`config.mk`:
```
export PLATFORM = sky130hd
export DESIGN_NAME = adder_entry_ctrl_flat
export DESIGN_NICKNAME = d
export VERILOG_FILES = /design/src/rtl/adder_entry_ctrl_pkg.sv /design/src/rtl/adder_entry_ctrl_if.sv /design/src/rtl/adder_entry_ctrl_key_debounce.sv /design/src/rtl/adder_entry_ctrl.sv /design/src/flat_wrapper.sv
export SDC_FILE = /design/constraint.sdc
export NUM_CORES = 1
export LEC_CHECK = 0
export ABC_AREA = 0
export BUFFER_PORTS_ARGS = -buffer_cell sky130_fd_sc_hd__buf_2
export CORE_UTILIZATION = 54
export DETAILED_ROUTE_END_ITERATION = 10
export PLACE_DENSITY = 0.75
export SETUP_SLACK_MARGIN = 0.2
export SLEW_MARGIN = 20
export SYNTH_ARGS = -nofsm -noshare
export SYNTH_HDL_FRONTEND = slang
export SYNTH_SLANG_ARGS = --single-unit
```
`constraint.sdc`:
```
create_clock -name clk -period 1.9 [get_ports clk]
set_input_delay 0.38 -clock clk [delete_from_list [all_inputs] [get_ports clk]]
set_output_delay 0.38 -clock clk [all_outputs]
set_load 0.02 [all_outputs]
```
`src/rtl/adder_entry_ctrl_pkg.sv`:
```
// adder_entry_ctrl_pkg: shared state encoding and operand width
package adder_entry_ctrl_pkg;
  localparam int OP_W = 4;
  typedef enum logic [1:0] {
    ST_ENTER_A = 2'b01,
    ST_ENTER_B = 2'b10,
    ST_SHOW    = 2'b11
  } state_t;
endpackage

```
`src/rtl/adder_entry_ctrl_if.sv`:
```
// adder_entry_ctrl_if: board-side switches/keys/LEDs and adder operand bus
interface adder_entry_ctrl_if;
  import adder_entry_ctrl_pkg::*;
  logic [OP_W-1:0] sw;
  logic            key_next;
  logic            key_clear;
  logic            ovf_in;
  logic [OP_W-1:0] op_a;
  logic [OP_W-1:0] op_b;
  logic            disp_en;
  logic [1:0]      stage;
  logic            ovf_led;
  logic [7:0]      op_count;
  modport master (output sw, key_next, key_clear, ovf_in,
                  input op_a, op_b, disp_en, stage, ovf_led, op_count);
  modport slave  (input sw, key_next, key_clear, ovf_in,
                  output op_a, op_b, disp_en, stage, ovf_led, op_count);
endinterface

```
`src/rtl/adder_entry_ctrl_key_debounce.sv`:
```
// key_debounce: 2-flop synchroniser, debouncer and one-cycle rising-edge press pulse
module key_debounce #(
  parameter int DEBOUNCE_CYCLES = 500000
) (
  input  logic clk,
  input  logic reset,
  input  logic i_key,
  output logic o_press
);
  localparam int CW = $clog2(DEBOUNCE_CYCLES + 1);
  localparam logic [CW-1:0] LAST = CW'(DEBOUNCE_CYCLES - 1);
  logic [1:0]    r_sync;
  logic [CW-1:0] r_cnt;
  logic          r_arm, r_level, r_level_d, r_press;
  logic          w_key;
  assign w_key = r_sync[1];
  // Until the key is seen stably low after reset, a held key must not fire a press
  always_ff @(posedge clk) begin
    if (reset) begin
      r_sync    <= '0;
      r_cnt     <= '0;
      r_arm     <= 1'b0;
      r_level   <= 1'b0;
      r_level_d <= 1'b0;
      r_press   <= 1'b0;
    end else begin
      r_sync    <= {r_sync[0], i_key};
      r_level_d <= r_level;
      r_press   <= r_level & ~r_level_d;
      if (!r_arm) begin
        r_cnt <= (w_key || r_cnt == LAST) ? '0 : r_cnt + 1'b1;
        r_arm <= !w_key && r_cnt == LAST;
      end else if (w_key == r_level) r_cnt <= '0;
      else if (r_cnt == LAST) begin
        r_level <= w_key;
        r_cnt   <= '0;
      end else r_cnt <= r_cnt + 1'b1;
    end
  end
  assign o_press = r_press;
endmodule

```
`src/rtl/adder_entry_ctrl.sv`:
```
// adder_entry_ctrl: operand entry FSM, display gating, overflow blink and addition counter
module adder_entry_ctrl
  import adder_entry_ctrl_pkg::*;
#(
  parameter int DEBOUNCE_CYCLES = 500000,
  parameter int BLINK_DIV       = 12500000
) (
  input logic               clk,
  input logic               reset,
  adder_entry_ctrl_if.slave bus
);
  localparam int BW = $clog2(BLINK_DIV + 1);
  localparam logic [BW-1:0] BLAST = BW'(BLINK_DIV - 1);
  state_t          r_state, w_nxt;
  logic [OP_W-1:0] r_op_a, r_op_b;
  logic            r_disp, r_ovf_led, r_phase;
  logic [BW-1:0]   r_blink_cnt;
  logic [7:0]      r_op_count;
  logic            w_next, w_clr;
  key_debounce #(.DEBOUNCE_CYCLES(DEBOUNCE_CYCLES)) u_next (
    .clk(clk), .reset(reset), .i_key(bus.key_next), .o_press(w_next));
  key_debounce #(.DEBOUNCE_CYCLES(DEBOUNCE_CYCLES)) u_clear (
    .clk(clk), .reset(reset), .i_key(bus.key_clear), .o_press(w_clr));
  always_comb
    w_nxt = w_clr ? ST_ENTER_A : !w_next ? r_state :
            r_state == ST_ENTER_A ? ST_ENTER_B :
            r_state == ST_ENTER_B ? ST_SHOW : ST_ENTER_A;
  // Outputs follow the next state so disp_en/ovf_led change on the same edge as stage
  always_ff @(posedge clk) begin
    if (reset) begin
      r_state     <= ST_ENTER_A;
      r_op_a      <= '0;
      r_op_b      <= '0;
      r_disp      <= 1'b0;
      r_ovf_led   <= 1'b0;
      r_phase     <= 1'b0;
      r_blink_cnt <= '0;
      r_op_count  <= '0;
    end else begin
      r_state   <= w_nxt;
      r_disp    <= w_nxt == ST_SHOW;
      r_ovf_led <= w_nxt == ST_SHOW && r_state == ST_SHOW && bus.ovf_in && r_phase;
      if (w_clr) begin
        r_op_a <= '0;
        r_op_b <= '0;
      end else begin
        if (r_state == ST_ENTER_A) r_op_a <= bus.sw;
        if (r_state == ST_ENTER_B) r_op_b <= bus.sw;
        if (r_state == ST_ENTER_B && w_next) r_op_count <= r_op_count + 1'b1;
      end
      if (w_nxt == ST_SHOW && r_state != ST_SHOW) begin
        r_phase     <= 1'b1;
        r_blink_cnt <= '0;
      end else if (w_nxt == ST_SHOW) begin
        r_blink_cnt <= r_blink_cnt == BLAST ? '0 : r_blink_cnt + 1'b1;
        if (r_blink_cnt == BLAST) r_phase <= ~r_phase;
      end else r_blink_cnt <= '0;
    end
  end
  assign bus.op_a     = r_op_a;
  assign bus.op_b     = r_op_b;
  assign bus.disp_en  = r_disp;
  assign bus.stage    = r_state;
  assign bus.ovf_led  = r_ovf_led;
  assign bus.op_count = r_op_count;
endmodule
```
`src/flat_wrapper.sv`:
```
// flat-port wrapper written by rule: the top's interface ports become plain ports
module adder_entry_ctrl_flat import adder_entry_ctrl_pkg::*;
#(
  parameter int DEBOUNCE_CYCLES = 500000,
  parameter int BLINK_DIV       = 12500000
)
  (clk, reset, bus_sw, bus_key_next, bus_key_clear, bus_ovf_in, bus_op_a, bus_op_b, bus_disp_en, bus_stage, bus_ovf_led, bus_op_count);
  adder_entry_ctrl_if bus_i ();
  input logic clk;
  input logic reset;
  input wire logic [$bits(bus_i.sw)-1:0] bus_sw;
  input wire logic [$bits(bus_i.key_next)-1:0] bus_key_next;
  input wire logic [$bits(bus_i.key_clear)-1:0] bus_key_clear;
  input wire logic [$bits(bus_i.ovf_in)-1:0] bus_ovf_in;
  output wire logic [$bits(bus_i.op_a)-1:0] bus_op_a;
  output wire logic [$bits(bus_i.op_b)-1:0] bus_op_b;
  output wire logic [$bits(bus_i.disp_en)-1:0] bus_disp_en;
  output wire logic [$bits(bus_i.stage)-1:0] bus_stage;
  output wire logic [$bits(bus_i.ovf_led)-1:0] bus_ovf_led;
  output wire logic [$bits(bus_i.op_count)-1:0] bus_op_count;
  assign bus_i.sw = bus_sw;
  assign bus_i.key_next = bus_key_next;
  assign bus_i.key_clear = bus_key_clear;
  assign bus_i.ovf_in = bus_ovf_in;
  assign bus_op_a = bus_i.op_a;
  assign bus_op_b = bus_i.op_b;
  assign bus_disp_en = bus_i.disp_en;
  assign bus_stage = bus_i.stage;
  assign bus_ovf_led = bus_i.ovf_led;
  assign bus_op_count = bus_i.op_count;
  adder_entry_ctrl #(.DEBOUNCE_CYCLES(DEBOUNCE_CYCLES), .BLINK_DIV(BLINK_DIV)) u_core (.clk(clk), .reset(reset), .bus(bus_i));
endmodule
```
==> flow_metrics.py, run 1 <==
metrics = {
    "cells_and_area": {
        "seqCellArea_um2": 1910,
        "n_fill_cell": 581,
        "antenna_cells": 0,
        "drive_gt1_frac": 0.166,
        "final_common_cell": "dfxtp_1",
        "fin_util": 0.655,
        "syn_to_final_growth_pct": 14.5,
        "mostFrequentLayoutCells": "92 x dfxtp_1, 90 x nor2_1, 36 x xor2_1",
        "layout.nets": 492,
        "finalNonFillerCells": 577,
        "multi_input_comb_area_um2": 2000,
    },
    "placed_design": {
        "dpl_worst_slack_ns": -0.0211,
        "port_buffers": 28,
        "dp_cells": 559,
        "place.gp.congestion": 0.747,
        "dp_hpwl_um": 4790,
    },
    "yosys": {
        "yosys_register_bits": 95,
        "yosys-mux-area-fraction": 0.0304,
        "synth_area_per_cell_um2": 9.12,
        "syn_inst": 438,
        "synth_adder_area_share": 0.0219,
        "synth_compound_area_frac": 0.0144,
        "synth-simple-area-share": 0.278,
        "synth-seq-area-share": 0.476,
        "synth_top_family_by_area": "simple AND/OR/NAND/NOR gates",
        "synth_area_leaders": "dfxtp_1 48%, nor2_1 8.9%, xor2_1 7.9%",
        "synth_top_area_share": 0.476,
        "synth_cell_type_count": 40,
        "synthXorXnorAreaFrac": 0.142,
        "synth_warnings": 0,
        "yosys.area.top_type": "dfxtp_1",
        "synth.cell_area_um2": 4000,
        "synth.net_count": 454,
    },
    "sta": {
        "period_share": 0.955,
        "rsz0062_at_grt": "true",
        "max_clock_freq_ghz": 0.551,
        "relSlewSlack": 0.688,
        "finClkSkew_ns": 0.0117,
        "slew_viol_final": 0,
        "timing.setup.tns_ns": 0,
        "fin_crit_ns": 1.81,
        "fin_ws_ns": 0.0857,
        "hold_viol": 0,
        "worst_hold_slack_ns": 0.234,
        "setup_violations": 0,
        "worstMarginPinSlew_ns": 0.464,
    },
    "drt": {
        "drt-initial-drc-count": 88,
        "viasPerCell": 5.08,
        "ant_nets": 0,
        "drc_errors": 0,
        "drt-total-wl_um": 6870,
        "firstDrtPassIters": 4,
        "wl_per_cell_um": 11.9,
        "vias": 2931,
    },
    "global_route": {
        "grt_remaining_overflow": 0,
        "grt_pass1_wl_um": 11700,
        "grt_max_degree": 25,
        "grt_pass1_vias": 2681,
        "antenna_found_initial": 0,
        "track_usage": 0.195,
    },
    "die": {
        "initial_core_util": 0.572,
        "core_um2": 6980,
        "die_h_um": 88.0,
        "ios": 29,
        "die_w_um": 88.0,
        "fp-row-count": 30,
        "dieArea_um2": 7750,
    },
    "clock_network": {
        "clk_latency_ns": 0.36,
        "cts_sinks": 95,
        "root_buffer": "clkbuf_8",
        "h-tree-depth": 3,
        "numCtsBuffers": 9,
        "cts.clk_slew.worst_paths_ns": 0.09,
        "clk_path_buf_depth": 2,
        "holdBufCountCts": 0,
        "cts_tree": "done",
    },
    "critical_path": {
        "r2r-start": "u_core.bus.stage[0]$_SDFF_PP1_",
        "worstPathRequired_ns": 2.20,
        "worstSetupPathType": "register to register",
        "cp-end-kind": "register",
        "setup.worst_path.start": "u_core.bus.stage[0]$_SDFF_PP1_",
        "start_kind": "register",
        "cp.arrival_ns": 2.11,
        "cp_max_fo": 24,
    },
    "outcome": {
        "status": "complete, no violations",
    },
    "power": {
        "ir_drop_uv": 622,
        "power.static_leakage_nw": 1.74,
        "p_per_area_nw_per_um2": 793,
    },
    "hold_path": {
        "worstHoldStart": "bus_key_clear",
        "hold_class": "input port to register",
    },
    "run": {
        "cap_violations": 0,
    },
}
critical path, cell delays in order (launching register included):
cell and delay, ns:
dfxtp_4 0.38, inv_2 0.04, ha_4 0.21, or3b_4 0.39
a21oi_2 0.14, nor3b_2 0.20, nand2b_1 0.12, buf_12 0.17
nor2_1 0.09
worst paths after layout:
path,end,slack [ns],cells after the start
worst max-delay path,u_core.r_blink_cnt[0]$_SDFF_PP0_,0.09,8
worst min-delay path,u_core.u_clear.r_sync[0]$_SDFF_PP0_,0.23,2
worst max register to register,u_core.r_blink_cnt[0]$_SDFF_PP0_,0.09,8
worst min register to register,u_core.u_next.o_press$_SDFF_PP0_,0.39,1
final cells by class:
| class | instances | share of cell area |
|---|---|---|
| clock buffer | 13 | 0.0369 |
| clock inverter | 3 | 0.0142 |
| inverter | 13 | 0.0112 |
| multi-input combinational | 315 | 0.437 |
| sequential | 95 | 0.418 |
| tap | 96 | 0.0263 |
| timing repair buffer | 42 | 0.0572 |
flip-flops by register name (all words and copies together) (netlist names), 2 cells and up:
register and cells:
u_core.bus.op_a 4, u_core.bus.op_b 4, u_core.bus.op_count 8, u_core.bus.stage 2
u_core.r_blink_cnt 24, u_core.u_clear.r_cnt 19, u_core.u_clear.r_sync 2, u_core.u_next.r_cnt 19
u_core.u_next.r_sync 2
synthesized netlist by cell type, drive strengths merged:
library cell and number:
nor2 97, dfxtp 95, xor2 36, xnor2 29, nand3 25, nand2 19
nand4 18, inv 13, nor2b 12, and3 11, buf 11, mux2i 11
nor3 10, and4 8, ha 7, nand2b 5, nor4 5, clkbuf 4
and2 3, a21oi 2, and4b 2, o21ai 2, or2 2, a21o 1
a31oi 1, a41o 1, and3b 1, mux2 1, nand3b 1, nand4b 1
nor3b 1, nor4bb 1, o21ba 1, or3b 1
power breakdown:
part	internal [mW]	switching (mW)
combinational	0.0358	0.0517
clock	0.848	0.671
sequential	2.01	0.0143
metrics by stage:
step / cell area, um2 / total power [mW]
CTS: 4550 / 3.66
global route: 4580 / 3.76
detailed placement: 4300 / 2.15
finish: 4580 / 3.63
global placement: 4300 / 2.15
floorplan: 4030 / 2.12
per-layer routing:
metal | share of wire | wire [um] | vias up | global-route usage
met3 | 0.027 | 183 | 8 | 0.0556
met4 | 0.016 | 112 | 0 | 0.0836
li1 | - | - | 1523 | -
met2 | 0.45 | 3120 | 30 | 0.318
met1 | 0.50 | 3460 | 1370 | 0.243
met5 | 0 | 0 | - | 0
cell families (layout without fill, tap and decap cells):
logic type                 after synthesis  in the layout
and+or+nand+nor                        223            223
AOI/OAI and AO/OA                        8              8
xor gates and xnor gates                65             65
DFF                                     95             95
buffers and inverters                   28             71
adders and majority gates                7              7
muxes                                   12             12
what timing repair did:
action / 4_1_cts / 5_1_grt
gates resized for setup: 0 / 12
buffers inserted: 2 / 0
endpoints found under the setup margin: 25 / 44
cloned: 0 / 0
pin swaps: 1 / 1
No activity file was read; power rests on OpenSTA's default activity.
==> inputs of run 2 (changes only) <==
--- a/config.mk
+++ b/config.mk
@@ -14,4 +14,5 @@
 export SLEW_MARGIN = 20
 export SYNTH_ARGS = -nofsm -noshare
 export SYNTH_HDL_FRONTEND = slang
+export SYNTH_HIERARCHICAL = 1
 export SYNTH_SLANG_ARGS = --single-unit
==> run 2 against run 1 <==
Effect of this change: clock skew down 0.0043 ns; non-clock buffer count up 10; die area up 4.0%; highest routed layer unchanged; sequential share of layout area down 2.6 points; synthesized area up 4.1%; largest cell class unchanged; clock-buffer cell count down 1; largest power group unchanged; via count up 17%; power down 3.9%.
==> flow_metrics.py, run 2 <==
metrics = {
    "drt": {
        "drt-initial-drc-count": 130,
        "drt-total-wl_um": 7980,
        "ant_nets": 0,
        "viasPerCell": 5.56,
        "vias": 3423,
        "firstDrtPassIters": 5,
        "drc_errors": 0,
        "wl_per_cell_um": 13.0,
    },
    "global_route": {
        "grt_pass1_wl_um": 13300,
        "grt_use_met3": 0.0525,
        "grt_remaining_overflow": 0,
        "grt_use_met2": 0.353,
        "use_met1": 0.238,
        "grt_max_degree": 25,
        "grt_pass1_vias": 3100,
        "grt_busiest_layer": "met2",
        "track_usage": 0.199,
        "antenna_found_initial": 0,
    },
    "placed_design": {
        "dp_cells": 591,
        "dp_hpwl_um": 5420,
        "port_buffers": 28,
        "dpl_cell_area_um2": 4540,
        "place.gp.congestion": 0.842,
        "dpl_worst_slack_ns": -0.0241,
    },
    "sta": {
        "worst_hold_slack_ns": 0.241,
        "fin_ws_ns": 0.0494,
        "hold_viol": 0,
        "worstMarginPinSlew_ns": 0.397,
        "rsz0062_at_grt": "true",
        "fin_crit_ns": 1.85,
        "max_clock_freq_ghz": 0.540,
        "setup_violations": 0,
        "period_share": 0.974,
        "finClkSkew_ns": 0.00741,
        "slew_viol_final": 0,
        "relSlewSlack": 0.733,
        "timing.setup.tns_ns": 0,
    },
    "yosys": {
        "synth_top_area_share": 0.457,
        "synth_compound_area_frac": 0.0761,
        "synth.cell_area_um2": 4160,
        "postSynth.asyncResetShare": 0,
        "synth.net_count": 483,
        "synth_adder_area_share": 0.0210,
        "yosys_register_bits": 95,
        "yosys-mux-area-fraction": 0.0265,
        "synth_top_flop_cell": "dfxtp_1",
        "synth-seq-area-share": 0.457,
        "synth-simple-area-share": 0.290,
        "synth_cell_type_count": 43,
        "ys_top_cells_by_count": "95 x dfxtp_1, 65 x nor2_1, 31 x nand2_1",
        "synth_area_leaders": "dfxtp_1 46%, nor2_1 5.9%, xor2_1 4.8%",
        "synthXorXnorAreaFrac": 0.0926,
        "yosysMostFrequentCell": "dfxtp_1",
        "syn_inst": 467,
        "synth_top_family_by_area": "simple AND/OR/NAND/NOR gates",
        "synth_area_per_cell_um2": 8.91,
        "synth_edf_count": 0,
        "synth_warnings": 6,
        "yosys.area.top_type": "dfxtp_1",
    },
    "clock_network": {
        "cts_sinks": 95,
        "clk_latency_ns": 0.35,
        "numCtsBuffers": 9,
        "root_buffer": "clkbuf_8",
        "cts_tree": "done",
        "h-tree-depth": 3,
        "cts.clk_slew.worst_paths_ns": 0.09,
        "clk_path_buf_depth": 2,
    },
    "cells_and_area": {
        "reg.largest.list": "u_core/r_blink_cnt: 24 flops, u_core/u_clear/r_cnt: 19 flops, u_core/u_next/r_cnt: 19 flops",
        "mostFrequentLayoutCells": "76 x dfxtp_1, 65 x nor2_1, 30 x nand2_1",
        "design_area_um2": 4970,
        "syn_to_final_growth_pct": 19.5,
        "fin_util": 0.675,
        "regMostFlops": "u_core/r_blink_cnt",
        "layout.nets": 528,
        "antenna_cells": 0,
        "finalNonFillerCells": 616,
        "final_common_cell": "dfxtp_1",
        "n_fill_cell": 590,
        "drive_gt1_frac": 0.248,
        "largest_reg_flops": 24,
    },
    "outcome": {
        "status": "complete, no violations",
    },
    "critical_path": {
        "cpMaxStageDelayCell": "or3b_4",
        "reg2reg_to": "u_core/r_blink_cnt[23]$_SDFF_PP0_",
        "worstSetupPathType": "register to register",
        "worstPathRequired_ns": 2.19,
        "crit_family": "compound AO/OA/AOI/OAI gates",
        "ff2ff_setup_slack_ns": 0.05,
        "reg2regPathDepth": 7,
        "path_cells": "inv_2 -> ha_4 -> or3b_4 -> a2111oi_4 -> o21ai_2 -> buf_12 -> a21oi_1",
        "r2r-start": "u_core/bus.stage[0]$_SDFF_PP1_",
        "worst-path-buf-inv": 2,
        "start_kind": "register",
        "cp-end-kind": "register",
        "cp.arrival_ns": 2.14,
        "slowest_delay_ns": 0.41,
        "cp_max_fo": 24,
    },
    "hold_path": {
        "hold_path_end": "u_core/u_clear/r_sync[0]$_SDFF_PP0_",
        "worstHoldStart": "bus_key_clear",
        "hold_class": "input port to register",
        "whs_path_depth": 2,
    },
    "power": {
        "ir_drop_uv": 466,
        "power.static_leakage_nw": 1.76,
        "finalPower_mw": 3.49,
        "p_per_area_nw_per_um2": 701,
    },
    "die": {
        "dieArea_um2": 8060,
        "fp-row-count": 31,
        "die_h_um": 89.8,
        "core_um2": 7370,
        "die_w_um": 89.8,
        "ios": 29,
        "initial_core_util": 0.565,
    },
    "run": {
        "cap_violations": 0,
    },
}
==> run 2: cell types whose count changed in the layout (fill, tap and decap cells not counted), moves of 8 or more <==
cell	change
buf_4	+10
or4_1	+9
a21oi_2	+8
a21oi_1	+13
o21ai_0	+9
xnor2_1	-8
nor2_1	-25
nand2_1	+11
dfxtp_2	+9
dfxtp_1	-16
o31ai_1	+9
or3_1	+10
xor2_1	-13
==> run 2: metal layers <==
layer	vias up	share of wire
met4	0	0.011
met5	-	0
met3	8	0.033
met2	56	0.50
met1	1628	0.46
li1	1731	-
==> run 2: worst max path at each step <==
stage	from	to	slack (ns)	depth (start not counted)
floorplan	u_core/bus.stage[1]$_SDFF_PP0_	u_core/r_blink_cnt[20]$_SDFF_PP0_	-0.02	8
global placement	u_core/bus.stage[0]$_SDFF_PP1_	u_core/r_blink_cnt[16]$_SDFF_PP0_	0.04	7
detailed placement	u_core/bus.stage[0]$_SDFF_PP1_	u_core/r_blink_cnt[23]$_SDFF_PP0_	-0.02	7
CTS	u_core/bus.stage[0]$_SDFF_PP1_	u_core/r_blink_cnt[23]$_SDFF_PP0_	0.06	7
global route	u_core/bus.stage[0]$_SDFF_PP1_	u_core/r_blink_cnt[17]$_SDFF_PP0_	-0.05	7
finish	u_core/bus.stage[0]$_SDFF_PP1_	u_core/r_blink_cnt[23]$_SDFF_PP0_	0.05	7
==> run 2: repair_timing <==
action / in CTS / in global routing
endpoints found under the setup margin: 35 / 61
hold buffers: 0 / 0
setup buffers: 2 / 7
gates cloned: 0 / 0
resized for setup: 9 / 31
pin swaps: 1 / 11
==> run 2: power breakdown <==
part / internal [mW] / switching (mW) / leakage (nW)
clock network: 0.683 / 0.683 / 0.0988
registers: 2.00 / 0.0210 / 0.779
logic: 0.0403 / 0.0558 / 0.885
==> run 2: cell families after synthesis <==
group                    Yosys count
AO/OA/AOI/OAI                     53
XOR/XNOR                          44
adder cells (fa/ha/maj)            7
buffers and inverters             36
flip-flops                        95
multiplexers                      11
AND/OR/NAND/NOR                  221
==> run 2: final cells by class <==
class / count / area, um2 / area share
Clock buffer: 12 / 155 / 0.0312
Clock inverter: 4 / 53.8 / 0.0108
Inverter: 18 / 67.6 / 0.0136
Multi-Input combinational cell: 336 / 2280 / 0.459
Sequential cell: 95 / 1950 / 0.392
Tap cell: 99 / 124 / 0.0249
Timing Repair Buffer: 52 / 345 / 0.0694
